### src/rtl/bist_pkg.sv
// Shared types for the BIST failure logger: entry layout, control states.
package bist_pkg;

  localparam int ELEM_WIDTH      = 4;
  localparam int DEF_ADDR_WIDTH  = 10;
  localparam int DEF_DATA_WIDTH  = 32;

  typedef struct packed {
    logic [DEF_ADDR_WIDTH-1:0] addr;
    logic [DEF_DATA_WIDTH-1:0] syndrome;
    logic [ELEM_WIDTH-1:0]     element;
  } fail_entry_t;

  typedef enum logic [1:0] {
    CLEAR     = 2'd0,
    ARMED     = 2'd1,
    LOGGING   = 2'd2,
    SATURATED = 2'd3
  } state_t;

endpackage

### src/rtl/fail_log_fifo.sv
// Circular failure log with show-ahead head output.
module fail_log_fifo
  import bist_pkg::*;
#(
  parameter int AW = 10,
  parameter int DW = 32,
  parameter int LOG_DEPTH = 8,
  localparam int PW = $clog2(LOG_DEPTH),
  localparam int CW = $clog2(LOG_DEPTH) + 1
) (
  input  logic                  clk,
  input  logic                  clr,
  input  logic                  push,
  input  logic [AW-1:0]         push_addr,
  input  logic [DW-1:0]         push_syndrome,
  input  logic [ELEM_WIDTH-1:0] push_element,
  input  logic                  pop,
  output logic                  empty,
  output logic                  full,
  output logic [CW-1:0]         count,
  output logic [AW-1:0]         head_addr,
  output logic [DW-1:0]         head_syndrome,
  output logic [ELEM_WIDTH-1:0] head_element
);

  typedef struct packed {
    logic [AW-1:0]         addr;
    logic [DW-1:0]         syndrome;
    logic [ELEM_WIDTH-1:0] element;
  } entry_t;

  entry_t        mem [LOG_DEPTH];
  logic [PW-1:0] wr_ptr;
  logic [PW-1:0] rd_ptr;
  logic          do_push;
  logic          do_pop;
  entry_t        head;

  assign empty   = (count == '0);
  assign full    = (count == CW'(LOG_DEPTH));
  assign do_pop  = pop & ~empty;
  assign do_push = push & (~full | do_pop);
  assign head    = mem[rd_ptr];

  // Gate the head so outputs read zero while empty
  assign head_addr     = empty ? '0 : head.addr;
  assign head_syndrome = empty ? '0 : head.syndrome;
  assign head_element  = empty ? '0 : head.element;

  always_ff @(posedge clk) begin
    if (do_push) begin
      mem[wr_ptr] <= '{addr: push_addr,
                       syndrome: push_syndrome,
                       element: push_element};
    end
  end

  always_ff @(posedge clk) begin
    if (clr) begin
      wr_ptr <= '0;
      rd_ptr <= '0;
      count  <= '0;
    end else begin
      if (do_push) wr_ptr <= wr_ptr + PW'(1);
      if (do_pop)  rd_ptr <= rd_ptr + PW'(1);
      unique case ({do_push, do_pop})
        2'b10:   count <= count + CW'(1);
        2'b01:   count <= count - CW'(1);
        default: count <= count;
      endcase
    end
  end

endmodule

### src/rtl/bist_fail_logger.sv
// BIST failure logger: counters, bitmap, first-fail capture, control FSM.
// Optional same-address/element dedup under FAIL_LOG_DEDUP_EN.
module bist_fail_logger
  import bist_pkg::*;
#(
  parameter int ADDR_WIDTH = 10,
  parameter int DATA_WIDTH = 32,
  parameter int LOG_DEPTH  = 8,
  parameter int CNT_WIDTH  = 16,
  localparam int CW = $clog2(LOG_DEPTH) + 1
) (
  input  logic                  clk,
  input  logic                  rst,
  input  logic                  session_start,
  input  logic                  err_valid,
  input  logic [ADDR_WIDTH-1:0] err_addr,
  input  logic [DATA_WIDTH-1:0] err_expected,
  input  logic [DATA_WIDTH-1:0] err_actual,
  input  logic [ELEM_WIDTH-1:0] err_element,
  output logic                  rd_valid,
  input  logic                  rd_ready,
  output logic [ADDR_WIDTH-1:0] rd_addr,
  output logic [DATA_WIDTH-1:0] rd_syndrome,
  output logic [ELEM_WIDTH-1:0] rd_element,
  output logic [CW-1:0]         log_count,
  output logic [CNT_WIDTH-1:0]  err_count,
  output logic [DATA_WIDTH-1:0] fail_bitmap,
  output logic                  first_fail_valid,
  output logic [ADDR_WIDTH-1:0] first_fail_addr,
  output logic                  overflow
);

  localparam logic [CNT_WIDTH-1:0] CNT_MAX = '1;
  localparam logic [CNT_WIDTH-1:0] CNT_PRE = CNT_MAX - CNT_WIDTH'(1);

  state_t                state_q;
  state_t                state_d;
  logic                  clr;
  logic                  ev;
  logic                  dup;
  logic                  push;
  logic                  pop;
  logic                  full;
  logic                  empty;
  logic [DATA_WIDTH-1:0] syndrome;

  assign clr      = rst | session_start;
  assign ev       = err_valid & ~clr;
  assign syndrome = err_expected ^ err_actual;
  assign pop      = rd_valid & rd_ready;
  assign push     = ev & ~dup;
  assign rd_valid = ~empty;

`ifdef FAIL_LOG_DEDUP_EN
  logic                  last_valid;
  logic [ADDR_WIDTH-1:0] last_addr;
  logic [ELEM_WIDTH-1:0] last_elem;

  assign dup = last_valid
             & (last_addr == err_addr)
             & (last_elem == err_element);

  // Tracks only entries that actually landed in the log
  always_ff @(posedge clk) begin
    if (clr) begin
      last_valid <= 1'b0;
      last_addr  <= '0;
      last_elem  <= '0;
    end else if (push & (~full | pop)) begin
      last_valid <= 1'b1;
      last_addr  <= err_addr;
      last_elem  <= err_element;
    end
  end
`else
  assign dup = 1'b0;
`endif

  fail_log_fifo #(
    .AW        (ADDR_WIDTH),
    .DW        (DATA_WIDTH),
    .LOG_DEPTH (LOG_DEPTH)
  ) u_fifo (
    .clk           (clk),
    .clr           (clr),
    .push          (push),
    .push_addr     (err_addr),
    .push_syndrome (syndrome),
    .push_element  (err_element),
    .pop           (pop),
    .empty         (empty),
    .full          (full),
    .count         (log_count),
    .head_addr     (rd_addr),
    .head_syndrome (rd_syndrome),
    .head_element  (rd_element)
  );

  always_ff @(posedge clk) begin
    if (clr) begin
      err_count        <= '0;
      fail_bitmap      <= '0;
      first_fail_valid <= 1'b0;
      first_fail_addr  <= '0;
      overflow         <= 1'b0;
    end else if (ev) begin
      if (err_count != CNT_MAX) err_count <= err_count + CNT_WIDTH'(1);
      fail_bitmap <= fail_bitmap | syndrome;
      if (!first_fail_valid) begin
        first_fail_valid <= 1'b1;
        first_fail_addr  <= err_addr;
      end
      if (push & full & ~pop) overflow <= 1'b1;
    end
  end

  always_ff @(posedge clk) begin
    if (clr) state_q <= CLEAR;
    else     state_q <= state_d;
  end

  always_comb begin
    state_d = state_q;
    unique case (state_q)
      CLEAR:     state_d = ev ? LOGGING : ARMED;
      ARMED:     if (ev) state_d = LOGGING;
      LOGGING:   if (ev && err_count == CNT_PRE) state_d = SATURATED;
      SATURATED: state_d = SATURATED;
      default:   state_d = CLEAR;
    endcase
  end

endmodule

### config.mk
export PLATFORM = sky130hd
export DESIGN_NAME = bist_fail_logger
export DESIGN_NICKNAME = d
export VERILOG_FILES = /design/src/rtl/bist_pkg.sv /design/src/rtl/fail_log_fifo.sv /design/src/rtl/bist_fail_logger.sv
export SDC_FILE = /design/constraint.sdc
export NUM_CORES = 1
export LEC_CHECK = 0
export CORE_ASPECT_RATIO = 0.75
export CORE_UTILIZATION = 60
export DETAILED_ROUTE_END_ITERATION = 16
export HOLD_SLACK_MARGIN = 0.05
export PLACE_DENSITY = 0.84
export REMOVE_ABC_BUFFERS = 1
export SLEW_MARGIN = 20
export SYNTH_ARGS = -nofsm -noshare
export SYNTH_HDL_FRONTEND = slang
export SYNTH_SLANG_ARGS = --single-unit
### constraint.sdc
create_clock -name clk -period 17.9 [get_ports clk]
set_clock_uncertainty 0.05 [all_clocks]
set_input_delay 1.79 -clock clk [delete_from_list [all_inputs] [get_ports clk]]
set_output_delay 1.79 -clock clk [all_outputs]
set_load 0.02 [all_outputs]
==> run_results.csv <==
group,metric,value,unit
clock_tree,cts_tree,"yes",
yosys,synth_xor_xnor_area_share,0.01849,
yosys,syn-instance-count,942,
sta,setup_viol,0,
grt,grt_antenna_before_repair,0,
sta,slew_headroom,0.3011,
cells_and_area,num-fill-cells,1621,
grt,first_global_vias,9654,
clock_tree,root_buffer,"clkbuf_16",
yosys,synth_top_area_share,0.6482,
grt,grt_first_pass_wirelength,57.43,mm
placed_design,placed_cells,1487,
setup_path,critical_path_class,"reg -> out",
hold_path,min_path_type,"reg -> reg",
grt,grt_remaining_overflow,0,
setup_path,reg2reg_slack,14.91,ns
setup_path,cp-start-kind,"flop",
floorplanning,core.rowCount,53,
routing,drt_iter0_drc,874,
clock_tree,clkTransAtPathRegs,0.06,ns
routing,drt-vias-per-instance,6.123,
sta,clock.fmax,172.1,MHz
placed_design,placed_area,0.01942,mm2
routing,wl_per_cell,24.48,um
setup_path,r2r_cells,4,
placed_design,preCtsSetupSlack,12.57,ns
sta,finalSetupTns,0,ns
cells_and_area,area_growth,22.12,%
yosys,synth_top_family_by_area,"multiplexers",
sta,rsz0062_at_grt,"false",
yosys,yosysTopAreaCell,"edfxtp_1",
clock_tree,holdBufCountCts,0,
routing,dr_wl_met2,19.30,mm
yosys,ys_types,40,
floorplanning,start_util,0.6092,
setup_path,r2r_start,"u_fifo.count[1]",
floorplanning,die_w,196.6,um
routing,wl_met3,2.905,mm
routing,detail_route.first_pass.iterations,5,
routing,drc,0,
clock_tree,h-tree-depth,2,
sta,period_minus_slack,5.809,ns
sta,fin_crit_sh,0.3245,
grt,grt_start_max_net_pins,59,
placed_design,dp_hpwl,20.29,mm
run,cap_viol_max_count,0,
floorplanning,die_h,148.0,um
power,power.density,102.4,mW/mm2
routing,wl,38.22,mm
setup_path,cp.arrival,3.97,ns
sta,maxSlewViolCount,0,
yosys,netlist_area,0.01705,mm2
floorplanning,die_area,0.02910,mm2
placed_design,gp_congestion,0.8029,
cells_and_area,fin_area,0.02082,mm2
routing,ant_nets,0,
yosys,synth_ff_type,"edfxtp_1",
cells_and_area,antenna_cells,0,
setup_path,rr_endpoint,"u_fifo.mem[1][14]",
yosys,synth_compound_area_frac,0.03236,
clock_tree,cts_resized,0,
yosys,synth-edff-count,368,
routing,m1WireLength,15.26,mm
floorplanning,pin_count,194,
yosys,ys.warnings.count,0,
yosys,synth-simple-area-share,0.04785,
placed_design,portBuffers,193,
clock_tree,cts.sinks,441,
cells_and_area,final_cell_count_no_fill,1561,
sta,layout_setup_ws,12.09,ns
routing,num_vias,9558,
setup_path,cp.required,16.06,ns
outcome,status,"finished, final reports clean",
yosys,ys_async_sr_fraction,0,
sta,tightestPinTransition,1.043,ns
floorplanning,core_area,0.02798,mm2
yosys,synth_mux_area_frac,0.1503,
yosys,yosysSeqAreaShare,0.7339,
clock_tree,post_cts_buffers,0,
yosys,synthAdderAreaFrac,0.002936,
power,p_leak,6.506,nW
routing,highest_layer,"met4",
sta,finalHoldViolations,0,
setup_path,endpoint_kind,"output pin",
cells_and_area,layout.nets,1232,
setup_path,cp_max_fo,47,
grt,grt_use_total,0.2681,
cells_and_area,utilization,0.7440,
power,vdd_drop_max,0.1103,mV
yosys,ys_seq_elements,441,
cells_and_area,drive_above_1_share,0.1624,
yosys,yosysMostFrequentCell,"edfxtp_1",
yosys,synthTopCellsByArea,"edfxtp_1 (65%), mux4_2 (12%), dfxtp_1 (8.6%)",
clock_tree,insertion_delay,0.52,ns
yosys,synth_common_cells,"edfxtp_1 (368), nor2_1 (95), mux4_2 (92), dfxtp_1 (73), mux2i_1 (49)",
setup_path,crit_end,"rd_addr[0]",
yosys,avgSynthCellArea,18.10,um2
clock_tree,clockBufferDepth,3,
clock_tree,cts_buffers,41,
where the power goes:
group	internal, W	switching [W]
Sequential	0.00113	0.00000490
Clock	0.000532	0.000365
Combinational	0.0000426	0.0000594
cells by family after synthesis:
family                     Yosys count
AOI/OAI and AO/OA                   90
xor gates and xnor gates            36
adders and majority gates            4
buffers and inverters               54
DFF                                441
muxes                              141
and+or+nand+nor                    176
cell type report:
| cell class | count | area [um2] | area share |
|---|---|---|---|
| Sequential cell | 441 | 12520 | 0.6015 |
| Inverter | 5 | 18.77 | 0.0009014 |
| Tap cell | 385 | 481.7 | 0.02314 |
| Timing Repair Buffer | 209 | 2047 | 0.09832 |
| Multi-Input combinational cell | 447 | 4362 | 0.2095 |
| Clock inverter | 15 | 203.9 | 0.009796 |
| Clock buffer | 59 | 1184 | 0.05685 |
sequential cells by signal (all words and copies together), names as in the netlist, named ones only:
signal            count
u_fifo.count          4
err_count            16
u_fifo.mem          368
u_fifo.rd_ptr         3
first_fail_valid      1
fail_bitmap          32
overflow              1
u_fifo.wr_ptr         3
first_fail_addr      10
per-stage QoR:
stage	total power, W	hold WS, ns
after floorplan	0.001200	0.4122
after global placement	0.001252	0.3934
after detailed placement	0.001256	0.4059
after CTS	0.002141	0.4140
after global routing	0.002186	0.4385
final	0.002133	0.4101
layer usage:
metal  GRT usage  up-vias
met1      0.3713     4902
met2      0.4480      455
met5           0        -
met3     0.04472       69
li1            -     4132
met4     0.07403        0
worst min path at each step:
stage	from	to	slack, ns	depth (start not counted)
finish	first_fail_addr[7]	first_fail_addr[7]	0.41	2
global route	first_fail_addr[5]	first_fail_addr[5]	0.44	2
CTS	first_fail_addr[7]	first_fail_addr[7]	0.41	2
detailed placement	first_fail_addr[7]	first_fail_addr[7]	0.41	2
global placement	first_fail_addr[9]	first_fail_addr[9]	0.39	2
floorplan	u_fifo.rd_ptr[1]	flop	0.41	2
cells in the final DEF (no fill, tap or decap), types with 8 or more instances in the layout:
master,instances
xor2_1,36
dfxtp_1,70
buf_4,16
clkbuf_16,41
edfxtp_1,368
clkbuf_8,9
clkbuf_1,9
nand3_1,8
mux4_2,92
o21ai_0,17
a21oi_1,45
nand2_1,31
clkdlybuf4s50_1,192
nor2_1,92
mux2i_1,49
o31ai_1,9
worst max-delay path, stage by stage (launching register included):
cell and delay (ns):
dfxtp_4 1.00, buf_4 0.89, mux4_2 0.61, mux2i_1 0.19, nor2_1 0.13, clkdlybuf4s50_1 0.60
Power figures use the tool's default switching activity.
